**src/rtl/demux_sel_ctrl.sv**
```systemverilog
// Select sequencer driving the a/en inputs of a 5-to-32 decoder.
// Single-select requests or a full 0..31 scan, each with a dwell and a break-before-make gap.
module demux_sel_ctrl #(
    parameter int GAP_CYCLES = 1,
    parameter int CNT_W      = 8
) (
    input  logic             clk,
    input  logic             rst,
    input  logic             req_valid,
    output logic             req_ready,
    input  logic [4:0]       req_addr,
    input  logic [CNT_W-1:0] req_len,
    input  logic             scan_start,
    input  logic [CNT_W-1:0] scan_dwell,
    output logic [4:0]       a,
    output logic             en,
    output logic             busy,
    output logic             done,
    output logic             scan_done
);

    localparam int GAP_W = (GAP_CYCLES > 1) ? $clog2(GAP_CYCLES + 1) : 1;
    localparam logic [GAP_W-1:0] GAP_LOAD = GAP_W'(GAP_CYCLES);
    localparam logic [GAP_W-1:0] GAP_ONE  = GAP_W'(1);
    localparam logic [CNT_W-1:0] ONE      = CNT_W'(1);
    localparam logic [4:0]       LAST     = 5'd31;

    typedef enum logic [1:0] {
        IDLE,
        ACTIVE,
        GAP
    } state_t;

    state_t           state;
    state_t           state_nxt;
    logic [CNT_W-1:0] dwell_cnt;
    logic [CNT_W-1:0] dwell_cnt_nxt;
    logic [CNT_W-1:0] scan_len;
    logic [CNT_W-1:0] scan_len_nxt;
    logic [GAP_W-1:0] gap_cnt;
    logic [GAP_W-1:0] gap_cnt_nxt;
    logic             scan_mode;
    logic             scan_mode_nxt;
    logic [4:0]       a_nxt;
    logic             en_nxt;
    logic             done_nxt;
    logic             scan_done_nxt;
    logic             accept;
    logic [CNT_W-1:0] req_len_eff;
    logic [CNT_W-1:0] scan_dwell_eff;
    logic [CNT_W-1:0] dwell_dec;

    assign req_ready      = (state == IDLE) && !rst;
    assign accept         = req_valid && req_ready;
    assign busy           = (state != IDLE);
    assign req_len_eff    = (req_len == '0) ? ONE : req_len;
    assign scan_dwell_eff = (scan_dwell == '0) ? ONE : scan_dwell;
    assign dwell_dec      = dwell_cnt - ONE;

    // dwell_cnt holds the dwell cycles remaining including the current one;
    // done is registered, so it is raised on the edge entering the last cycle.
    always_comb begin
        state_nxt     = state;
        a_nxt         = a;
        en_nxt        = en;
        done_nxt      = 1'b0;
        scan_done_nxt = 1'b0;
        dwell_cnt_nxt = dwell_cnt;
        scan_len_nxt  = scan_len;
        gap_cnt_nxt   = gap_cnt;
        scan_mode_nxt = scan_mode;

        case (state)
            IDLE: begin
                en_nxt = 1'b0;
                if (accept) begin
                    state_nxt     = ACTIVE;
                    a_nxt         = req_addr;
                    en_nxt        = 1'b1;
                    dwell_cnt_nxt = req_len_eff;
                    done_nxt      = (req_len_eff == ONE);
                    scan_mode_nxt = 1'b0;
                end else if (scan_start) begin
                    state_nxt     = ACTIVE;
                    a_nxt         = 5'd0;
                    en_nxt        = 1'b1;
                    dwell_cnt_nxt = scan_dwell_eff;
                    scan_len_nxt  = scan_dwell_eff;
                    done_nxt      = (scan_dwell_eff == ONE);
                    scan_mode_nxt = 1'b1;
                end
            end

            ACTIVE: begin
                if (dwell_cnt > ONE) begin
                    dwell_cnt_nxt = dwell_dec;
                    done_nxt      = (dwell_dec == ONE);
                    scan_done_nxt = scan_mode && (dwell_dec == ONE) && (a == LAST);
                end else if (GAP_CYCLES > 0) begin
                    state_nxt   = GAP;
                    en_nxt      = 1'b0;
                    gap_cnt_nxt = GAP_LOAD;
                end else if (scan_mode && (a != LAST)) begin
                    // No gap: step straight to the next line on the same edge.
                    state_nxt     = ACTIVE;
                    a_nxt         = a + 5'd1;
                    en_nxt        = 1'b1;
                    dwell_cnt_nxt = scan_len;
                    done_nxt      = (scan_len == ONE);
                    scan_done_nxt = (scan_len == ONE) && (a == 5'd30);
                end else begin
                    state_nxt = IDLE;
                    en_nxt    = 1'b0;
                end
            end

            GAP: begin
                en_nxt = 1'b0;
                if (gap_cnt > GAP_ONE) begin
                    gap_cnt_nxt = gap_cnt - GAP_ONE;
                end else if (scan_mode && (a != LAST)) begin
                    state_nxt     = ACTIVE;
                    a_nxt         = a + 5'd1;
                    en_nxt        = 1'b1;
                    dwell_cnt_nxt = scan_len;
                    done_nxt      = (scan_len == ONE);
                    scan_done_nxt = (scan_len == ONE) && (a == 5'd30);
                end else begin
                    state_nxt = IDLE;
                end
            end

            default: begin
                state_nxt = IDLE;
                en_nxt    = 1'b0;
            end
        endcase
    end

    always_ff @(posedge clk) begin
        if (rst) begin
            state     <= IDLE;
            a         <= 5'd0;
            en        <= 1'b0;
            done      <= 1'b0;
            scan_done <= 1'b0;
            dwell_cnt <= '0;
            scan_len  <= '0;
            gap_cnt   <= '0;
            scan_mode <= 1'b0;
        end else begin
            state     <= state_nxt;
            a         <= a_nxt;
            en        <= en_nxt;
            done      <= done_nxt;
            scan_done <= scan_done_nxt;
            dwell_cnt <= dwell_cnt_nxt;
            scan_len  <= scan_len_nxt;
            gap_cnt   <= gap_cnt_nxt;
            scan_mode <= scan_mode_nxt;
        end
    end

endmodule

```
**config.mk**
```make
export PLATFORM = sky130hd
export DESIGN_NAME = demux_sel_ctrl
export DESIGN_NICKNAME = d
export VERILOG_FILES = /design/src/rtl/demux_sel_ctrl.sv
export SDC_FILE = /design/constraint.sdc
export NUM_CORES = 1
export LEC_CHECK = 0
export ABC_CLOCK_PERIOD_IN_PS = 2200
export BUFFER_PORTS_ARGS = -buffer_cell sky130_fd_sc_hd__buf_2
export CAP_MARGIN = 20
export CORE_UTILIZATION = 50
export CTS_BUF_LIST = sky130_fd_sc_hd__clkbuf_16
export DETAILED_ROUTE_END_ITERATION = 8
export GPL_ROUTABILITY_DRIVEN = 0
export GPL_TIMING_DRIVEN = 0
export PLACE_DENSITY = 0.76
export SYNTH_ARGS = -nofsm -noshare
export SYNTH_HDL_FRONTEND = slang
export SYNTH_SLANG_ARGS = --single-unit
```
**constraint.sdc**
```tcl
create_clock -name clk -period 2.2 [get_ports clk]
set_clock_uncertainty 0.05 [all_clocks]
set_input_delay 0.22 -clock clk [delete_from_list [all_inputs] [get_ports clk]]
set_output_delay 0.22 -clock clk [all_outputs]
set_load 0.02 [all_outputs]
```
==> impl_results.md, run 1 <==
- Outcome: completed
- Post-Place Cells: 296
- FILL cells: around 310
- XOR/XNOR Fraction of Synth Area: slightly below 3%
- Mux cell area share after synthesis: slightly above 6%
- DR vias: 1764
- Initial antenna violation count: 0
- Final hold vios: 0
- Leakage: about 0.96 nW
- Ys async rst share: 0%
- Clock Sink Count: 27
- Worst reg2reg setup slack: approximately 0.080 ns
- Port Buffers: 33
- Total grt overflow: 0
- Worst-Skew Late Latency: 0.27 ns
- MaxCap Viol Count: 0
- Synth area leader: dfxtp_1
- Tot GR Track Use: between 20 and 25%
- Die area: 3890 um^2
- Initial Util: around 53%
- # nets final: between 200 and 300
- Syn Nets: between 200 and 300
- CTS tree: done
- Crit. End Element: flop
- Pwr Density: 1360 nW/um^2
- Most used flip-flop cell after synthesis: dfxtp_1
- CP arrival: between 2 and 2.5 ns
- Hold_buf cts: 0
- Synth area leaders: dfxtp_1, ha_1, mux2i_1
- Most frequent cells in the layout: buf_2, nor2_1, nand2_1, dfxtp_1, mux2i_1
- Setup-failing EPs final: 0
- DRC viols: 0
- Slew @ Worst Pin: around 0.58 ns
- Seq/Total Area, Yosys: just under 30%
- RSZ-0062 raised after global routing: no
- Clock Pin Slew Worst Setup and Hold Paths: around 0.07 ns
- Post-Route WL: 4.53 mm
- Metal-1 WL: 2.19 mm
- Worst slew margin: between 60% and 70%
- Worst vdd ir: 0.561 mV
- Synth warn: 0
- Top-area cell type share of the netlist area: 29.6%
- Period utilisation layout: a little over nine tenths
- Routed wl met2: 2.03 mm
- R2R Path End: dwell_cnt[2]
- Post-CTS Resized: 1
- Post-CTS setup buffer count: 0
- CTS buffer count: 3
- Die X: about 62 um
- Die height: ~62 um
- Layout cells sized above 1: between 20% and 30%
- RR Startpoint: a[0]
- CP startpoint: a[0]
- I/O pin count: 35
- Fmax: approximately 0.47 GHz
- Slowest cell on crit path: or4_4
- Core Region: between 3000 and 4000 um^2
- Final antenna-violating net count: 0
- Nature of the critical path startpoint: flop
- Largest net degree at the start of global routing: 18
- Final worst path period need: roughly 2.1 ns
- Ant. Diodes: 0
- Clk buf depth: 2
- Main combinational cell family by area after synthesis: simple AND/OR/NAND/NOR gates
- Hold Path Class: in2reg
- Sum of negative setup slack: 0 ns
- Buffers and inverters on the worst path: 0
- Top delay family on crit path: simple AND/OR/NAND/NOR gates
- Synthesized area per cell: ~8.4 um^2
- Reg2Reg Depth: 8
- Number of global-route vias before repair: roughly 1600
- FF+latch area: 546 um^2
- CP max stage delay: 0.54 ns
- Post-DP HPWL: approximately 3.4 mm
- Synth Cell Area: 1820 um^2
- DR iter-0 viols: 88
- Post-Layout Cell Count: ~300
- DR vias/cell: approximately 5.9
- P&R area growth vs syn: 18.7%
- Seq cells post-synth: 27
- Req. time, crit path: approximately 2.4 ns
- Multi-input logic area: roughly 1200 um^2
- Crit path max fanout: 6
- Row count: 21
- Worst setup path end: dwell_cnt[2]
- DR top layer: met4
- WS Path Type: reg2reg
- Post-synthesis compound-gate area fraction: slightly above 20%
- Count of pins over their slew limit: 0
- Clk root buf: clkbuf_16
- First-pass GRT wire length: between 7 and 8 mm
- Met3 WL: between 200 and 250 um
- Drt pass-1 iters: 4
- Worst path depth: 8
- Simple-gate portion of the synthesized area: between 20 and 30%
- Post-Synth Adder-Cell Area: roughly 7%
- Cell variety after synth: 49
- EDFF count, synth: 0
- H-tree levels: 1
- Wire per inst: about 15 um
- CP cell instances: ha_2 > and3_1 > ha_1 > nand3b_4 > o21ai_2 > nand3_2 > or4_4 > a21oi_2
- Commonest non-fill, non-tap cell in the layout: buf_2
- Syn Inst Count: ~220
## sequential cells by signal (all words and copies together) (netlist names)
name       flops
state          2
en             1
scan_done      1
scan_len       8
a              5
scan_mode      1
done           1
dwell_cnt      8
## cell families after synthesis
logic type               count (synthesis)
AND/OR/NAND/NOR                         93
AO/OA/AOI/OAI                           46
flip-flops                              27
buffers and inverters                   24
multiplexers                            11
adder cells (fa/ha/maj)                 10
XOR/XNOR                                 6
## synth_stat cells, types with 5 or more instances
cell / number
ha_1: 10
nor3_1: 6
a221oi_1: 6
mux2i_1: 11
nand2_1: 23
nor2_1: 23
nand3_1: 8
inv_1: 10
nand3b_1: 5
dfxtp_1: 27
a21oi_1: 8
a32o_1: 5
## metrics by stage
step           power [mW]  cell area (um^2)  util (%)  setup slack [ns]  hold slack [ns]
5_1_grt              3.17              2160      63.4           0.00639            0.149
3_3_place_gp         2.43              2050      60.0           -0.0413            0.412
4_1_cts              2.90              2140      62.7           0.00984            0.138
3_5_place_dp         2.45              2050      60.0           -0.0550            0.408
6_report             2.95              2160      63.4            0.0796            0.139
2_1_floorplan        2.09              1830         -            0.0301            0.271
## layer usage
layer,vias to the layer above,global-route usage (%)
met5,-,0
met4,0,7.85
met3,8,3.65
met2,62,37.5
met1,823,34.0
li1,871,-
## area by class of cell
type	count	share of cell area [%]
clock inverter	1	0.405
timing repair buffer	33	7.63
sequential	27	25.2
multi-input combinational	166	55.5
clock buffer	3	3.47
inverter	10	1.73
tap	46	2.66
buffer	13	3.35
## worst min-delay path by stage
stage | to | startpoint | cells after the start
after floorplan | scan_mode | req_valid | 1
after global placement | scan_mode | req_valid | 2
after detailed placement | scan_mode | req_valid | 2
after CTS | scan_mode | req_valid | 2
after global routing | scan_mode | req_valid | 2
final | scan_mode | req_valid | 2
## power breakdown
part           leakage (nW)  internal [mW]  switching [mW]  total (mW)
clock network        0.0415          0.252           0.188       0.440
logic                 0.695          0.747           0.989        1.74
registers             0.223          0.623           0.147       0.770
Power figures use the tool's default switching activity.
==> inputs of run 2 (changes only) <==
ABC_CLOCK_PERIOD_IN_PS = 2000   (was 2200)
CORE_UTILIZATION = 55   (was 50)
CTS_CLUSTER_DIAMETER = 50   (was not set)
PLACE_DENSITY = 0.79   (was 0.76)
clock period = 2 ns   (was 2.2 ns; I/O delays follow)
==> impl_results.md, run 2 (synthesized netlist as in run 1, its figures left out) <==
- Worst slew margin: 60.3% (-1.3 points)
- Final worst path period need: 1.98 ns (-0.138 ns)
- Final Core Density: 74.8% (+11 points)
- Number of global-route vias before repair: 1582 (+0.70%)
- Reg2Reg Depth: 8 (unchanged)
- CTS buffer count: 3 (unchanged)
- Total grt overflow: 0 (unchanged)
- RR Startpoint: a[1]
- Req. time, crit path: 2.14 ns (-0.21 ns)
- DR iter-0 viols: 107 (+22%)
- Worst-Skew Late Latency: 0.26 ns (about the same)
- I/O pin count: 35 (unchanged)
- CTS tree: done
- DR vias: 1818 (+3.1%)
- Die X: 59.6 um (-4.5%)
- CP cell instances: ha_4 > and3_4 > ha_4 > nand3b_4 > o21ai_4 > nand3_2 > or4_4 > a21oi_2
- WS Path Type: reg2reg
- Post-Place Cells: 294 (-0.68%)
- Crit path max fanout: 4 (-2)
- CP arrival: 2.12 ns (-0.15 ns)
- Pwr Density: 1490 nW/um^2 (+9.4%)
- DR vias/cell: 5.90 (about the same)
- Post-Layout Cell Count: 308 (+3.0%)
- Count of pins over their slew limit: 0 (unchanged)
- Leakage: 1.03 nW (+7.1%)
- Setup-failing EPs final: 0 (unchanged)
- Drt pass-1 iters: 4 (unchanged)
- CP most frequent cell: ha_4
- Die height: 59.6 um (-4.5%)
- Largest net degree at the start of global routing: 17 (-1)
- # nets final: 300 (+3.8%)
- Final antenna-violating net count: 0 (unchanged)
- Most frequent cells in the layout: buf_2, nor2_1, nand2_1, dfxtp_1, buf_4
- H-tree levels: 1 (unchanged)
- DRC viols: 0 (unchanged)
- Slew @ Worst Pin: 0.596 ns (+0.0193 ns)
- CP max stage delay: 0.48 ns (-0.06 ns)
- Worst vdd ir: 0.581 mV (+3.5%)
- Power, Total: 3.46 mW (+17%)
- Initial antenna violation count: 0 (unchanged)
- Clk root buf: clkbuf_16
- Post-DP HPWL: 3.34 mm (-2.0%)
- Period utilisation layout: 99.1% (+2.7 points)
- MaxCap Viol Count: 0 (unchanged)
- Fmax: 0.504 GHz (+7.0%)
- Clock Sink Count: 27 (unchanged)
- Worst reg2reg setup slack: 0.02 ns (-0.06 ns)
- Sum of negative setup slack: 0 ns (unchanged)
- Crit. End Element: flop
- CP startpoint: a[1]
- Core Region: 3100 um^2 (-9.2%)
- Clk buf depth: 2 (unchanged)
- Worst setup path end: dwell_cnt[2]
- Row count: 20 (-4.8%)
- FILL cells: 273 (-13%)
- Port Buffers: 33 (unchanged)
- Clock Pin Slew Worst Setup and Hold Paths: 0.07 ns (about the same)
- Commonest non-fill, non-tap cell in the layout: buf_2
- Largest regs: dwell_cnt (8), scan_len (8), a (5)
- Final hold vios: 0 (unchanged)
- Ant. Diodes: 0 (unchanged)
- Nature of the critical path startpoint: flop
- Slowest cell on crit path: or4_4
- Hold Path Class: in2reg
- Layout cells sized above 1: 32.6% (+6.5 points)
- Worst slack on hold paths: 0.110 ns (-0.0291 ns)
- First-pass GRT wire length: 7.55 mm (-0.46%)
- R2R Path End: dwell_cnt[2]
- Initial Util: 58.7% (+5.4 points)
- Die area: 3550 um^2 (-8.8%)
- RSZ-0062 raised after global routing: yes
- Wire per inst: 15.8 um (+4.3%)
- Outcome: completed
- Post-Route WL: 4.87 mm (+7.4%)
- Tot GR Track Use: 28.5% (+4.4 points)
- P&R area growth vs syn: 27.4%
==> run 2: worst min path at each step <==
stage	startpoint	end	slack, ns	depth (start not counted)
finish	req_valid	scan_mode	0.11	2
global route	req_valid	scan_mode	0.12	2
CTS	req_valid	scan_mode	0.11	2
detailed placement	req_valid	scan_mode	0.39	2
global placement	req_valid	scan_mode	0.38	2
floorplan	req_valid	scan_mode	0.25	1
==> run 2: per-layer routing <==
metal	track usage [%]	wire length, um
met1	39.9	2250
met2	46.1	2340
met3	4.37	256
met4	6.31	19
met5	0	0
==> run 2: critical path, delay by kind of cell (launching register included) <==
family | cells | cell delay [ns]
DFF | 1 | 0.37
adders and majority gates | 2 | 0.31
AOI/OAI and AO/OA | 2 | 0.24
and+or+nand+nor | 4 | 0.93
==> run 2: where the power goes <==
part,total (mW),switching (mW),internal [mW],leakage (nW)
combinational,2.14,1.20,0.945,0.763
sequential,0.841,0.155,0.687,0.223
clock,0.476,0.203,0.273,0.0414
total,3.46,1.55,1.90,1.03
==> run 2: layout make-up <==
| cell class | instances | area [um^2] | area share, % |
|---|---|---|---|
| multi-input cells | 166 | 1270 | 54.7 |
| flip-flops and latches | 27 | 551 | 23.7 |
| repair buffers | 44 | 248 | 10.7 |
| plain buffers | 13 | 78.8 | 3.39 |
| clock buffers | 3 | 75.1 | 3.23 |
| well taps | 44 | 55.1 | 2.37 |
| inverters | 10 | 37.5 | 1.62 |
| clock inverters | 1 | 6.26 | 0.269 |
==> run 2: stage by stage <==
| stage | cell area [um^2] | worst slack, ns |
|---|---|---|
| detailed placement | 2060 | -0.158 |
| floorplan | 1840 | 0.00231 |
| global placement | 2060 | -0.195 |
| CTS | 2230 | 0.00172 |
| finish | 2320 | 0.0176 |
| global route | 2320 | -0.0387 |
==> run 2: timing repair <==
action,in CTS,in global routing
resized for setup,11,16
setup buffers,5,6
endpoints found under the setup margin,5,16
pin swaps,7,6
hold buffers,0,0
cloned,0,0
==> inputs of run 3 (changes only) <==
ABC_AREA = 1   (was not set)
==> impl_results.md, run 3 <==
- Initial antenna violation count: 0 (unchanged)
- Port Buffers: 34 (+3.0%)
- Worst Setup Slack post-DPL: 0.0934 ns (+0.251 ns)
- Worst slew margin: 70.9% (+11 points)
- Core Region: 3100 um^2 (unchanged)
- Clock network power share: 13.7% (about the same)
- Most frequent cells in the layout: nand2_1, inv_1, o21ai_0, buf_2, a21oi_1
- CTS buffer count: 3 (unchanged)
- Final antenna-violating net count: 0 (unchanged)
- Ant. Diodes: 0 (unchanged)
- Placed instance area: 2050 um^2 (-0.67%)
- Switch Pwr: 1.65 mW (+6.0%)
- Cell variety after synth: 27 (-45%)
- Top-area cell type share of the netlist area: 29.6% (about the same)
- Met3 WL: 243 um (-5.1%)
- Syn Nets: 319 (+27%)
- Buffers and inverters on the worst path: 2 (+2)
- First-pass GRT wire length: 7.36 mm (-2.6%)
- Synth warn: 0 (unchanged)
- Final hold vios: 0 (unchanged)
- Die area: 3550 um^2 (about the same)
- Drt pass-1 iters: 4 (unchanged)
- DR vias: 1971 (+8.4%)
- Commonest non-fill, non-tap cell in the layout: nand2_1
- Top delay family on crit path: simple AND/OR/NAND/NOR gates
- FILL cells: 312 (+14%)
- Row count: 20 (unchanged)
- Most used flip-flop cell after synthesis: dfxtp_1
- Slew @ Worst Pin: 0.436 ns (-0.160 ns)
- H-tree levels: 1 (unchanged)
- Seq/Total Area, Yosys: 29.6% (about the same)
- Nature of the critical path startpoint: flop
- Crit. End Element: flop
- I/O pin count: 35 (unchanged)
- # nets final: 357 (+19%)
- Worst vdd ir: 0.670 mV (+15%)
- Crit path max fanout: 10 (+6)
- RSZ-0062 raised after global routing: yes
- EDFF count, synth: 0 (unchanged)
- Worst-Skew Late Latency: 0.26 ns (about the same)
- Register share of total power: 25.7% (+1.4 points)
- Seq cells post-synth: 27 (unchanged)
- Die height: 59.6 um (about the same)
- DR vias/cell: 5.40 (-8.5%)
- Wire per inst: 12.6 um (-20%)
- Post-CTS setup buffer count: 0 (-5)
- Fmax: 0.528 GHz (+4.6%)
- Total grt overflow: 0 (unchanged)
- Syn Inst Count: 284 (+31%)
- Clk root buf: clkbuf_16
- Layout cells sized above 1: 16.5% (-16 points)
- Clock Pin Slew Worst Setup and Hold Paths: 0.07 ns (about the same)
- Ys async rst share: 0% (unchanged)
- Largest regs: dwell_cnt (8), scan_len (8), a (5)
- WS Path Type: reg2reg
- Initial Util: 58.8% (about the same)
- Multi-input logic area: 1070 um^2 (-16%)
- Tot GR Track Use: 27.8% (-0.68 points)
- Post-DP HPWL: 3.49 mm (+4.4%)
- Synth Cell Area: 1820 um^2 (about the same)
- CP arrival: 2.04 ns (-0.08 ns)
- Pwr Density: 1560 nW/um^2 (+4.6%)
- Setup WS post-layout: 0.105 ns (+0.0869 ns)
- Sw frac: 49.6% (+4.6 points)
- P&R area growth vs syn: 16.9%
- Internal Pwr Total: 1.68 mW (-12%)
- Setup-failing EPs final: 0 (unchanged)
- DR top layer: met4
- Commonest cells in the netlist: nand2_1, inv_1, o21ai_0
- Req. time, crit path: 2.14 ns (about the same)
- FF+latch area: 541 um^2 (-1.8%)
- MaxCap Viol Count: 0 (unchanged)
- Synth area leader: dfxtp_1
- Leakage: 1.05 nW (+2.1%)
- Post-Route WL: 4.59 mm (-5.8%)
- Hold Path Class: in2reg
- Synth area leaders: dfxtp_1, o21ai_0, nand2_1
- Share of total power in combinational logic: 60.7% (-1.2 points)
- Metal-1 WL: 2.21 mm (-1.8%)
- Clock Sink Count: 27 (unchanged)
- CP most frequent cell: nand3_1
- Synthesized area per cell: 6.42 um^2 (-24%)
- CP cell instances: inv_1 > ha_1 > buf_2 > nand3_1 > nor3_1 > nand3_1 > a21oi_1
- DR iter-0 viols: 97 (-9.3%)
- Period utilisation layout: 94.8% (-4.3 points)
- Final Core Density: 68.8% (-6.1 points)
- Routed wl met2: 2.05 mm (-12%)
- CP max stage delay: 0.33 ns (-0.15 ns)
- CTS tree: done
- Number of global-route vias before repair: 1676 (+5.9%)
- Count of pins over their slew limit: 0 (unchanged)
- Final worst path period need: 1.90 ns (-0.0869 ns)
- Most frequent cell after synthesis: nand2_1
- Post-CTS Resized: 0 (-11)
- DRC viols: 0 (unchanged)
- Outcome: completed
- Clk buf depth: 2 (unchanged)
- Power, Total: 3.33 mW (-3.9%)
- Hold_buf cts: 0 (unchanged)
- Die X: 59.6 um (about the same)
- Slowest cell on crit path: dfxtp_1
- Largest net degree at the start of global routing: 15 (-2)
- Cell area after layout: 2130 um^2 (-8.1%)
-- run 3: cell types whose count changed after synthesis, sizes merged, moves of 8 or more --
cell / change
o21ai: +37
nand3: +8
inv: +34
a21oi: +24
nand2: +30
mux2i: -11
-- run 3: metrics by stage --
step	setup TNS (ns)	instances	hold slack, ns
final	0	365	0.158
after global placement	0	362	0.416
after detailed placement	0	362	0.420
after floorplan	0	284	0.219
after global routing	-0.00172	365	0.161
after CTS	0	366	0.156
-- run 3: power by group through the flow --
stage	registers, mW	clock network (mW)	logic, mW
final	0.853	0.455	2.02
after global routing	0.877	0.479	2.26
after CTS	0.851	0.454	1.97
after detailed placement	0.860	0	1.96
after global placement	0.858	0	1.93
after floorplan	0.877	0	1.46
-- run 3: final cells by class --
type,instances,area share [%]
timing repair buffer,34,7.98
clock buffer,3,3.52
inverter,45,8.09
clock inverter,1,0.176
multi-input combinational,204,50.3
sequential,27,25.3
buffer,7,2.05
tap,44,2.58
-- run 3: cells by family (layout without fill, tap and decap cells) --
family	after synthesis	after routing	synth area share, %
compound gates	82	82	23.7
xor+xnor	1	1	0.480
fa+ha+maj	10	10	6.86
buf+inv	53	90	11.9
flops	27	27	29.6
simple gates	111	111	27.4
-- run 3: worst paths after layout --
kind	to	slack (ns)	cells after the start	start
hold / removal	scan_mode	0.16	2	rst
setup / recovery	scan_done	0.10	7	state[0]
hold reg to reg	scan_len[1]	0.43	2	scan_len[1]
setup reg to reg	scan_done	0.10	7	state[0]
-- run 3: layer usage --
layer | GRT usage [%] | vias up
li1 | - | 1014
met1 | 38.5 | 884
met2 | 44.9 | 63
met3 | 2.62 | 10
met4 | 9.97 | 0
met5 | 0 | -
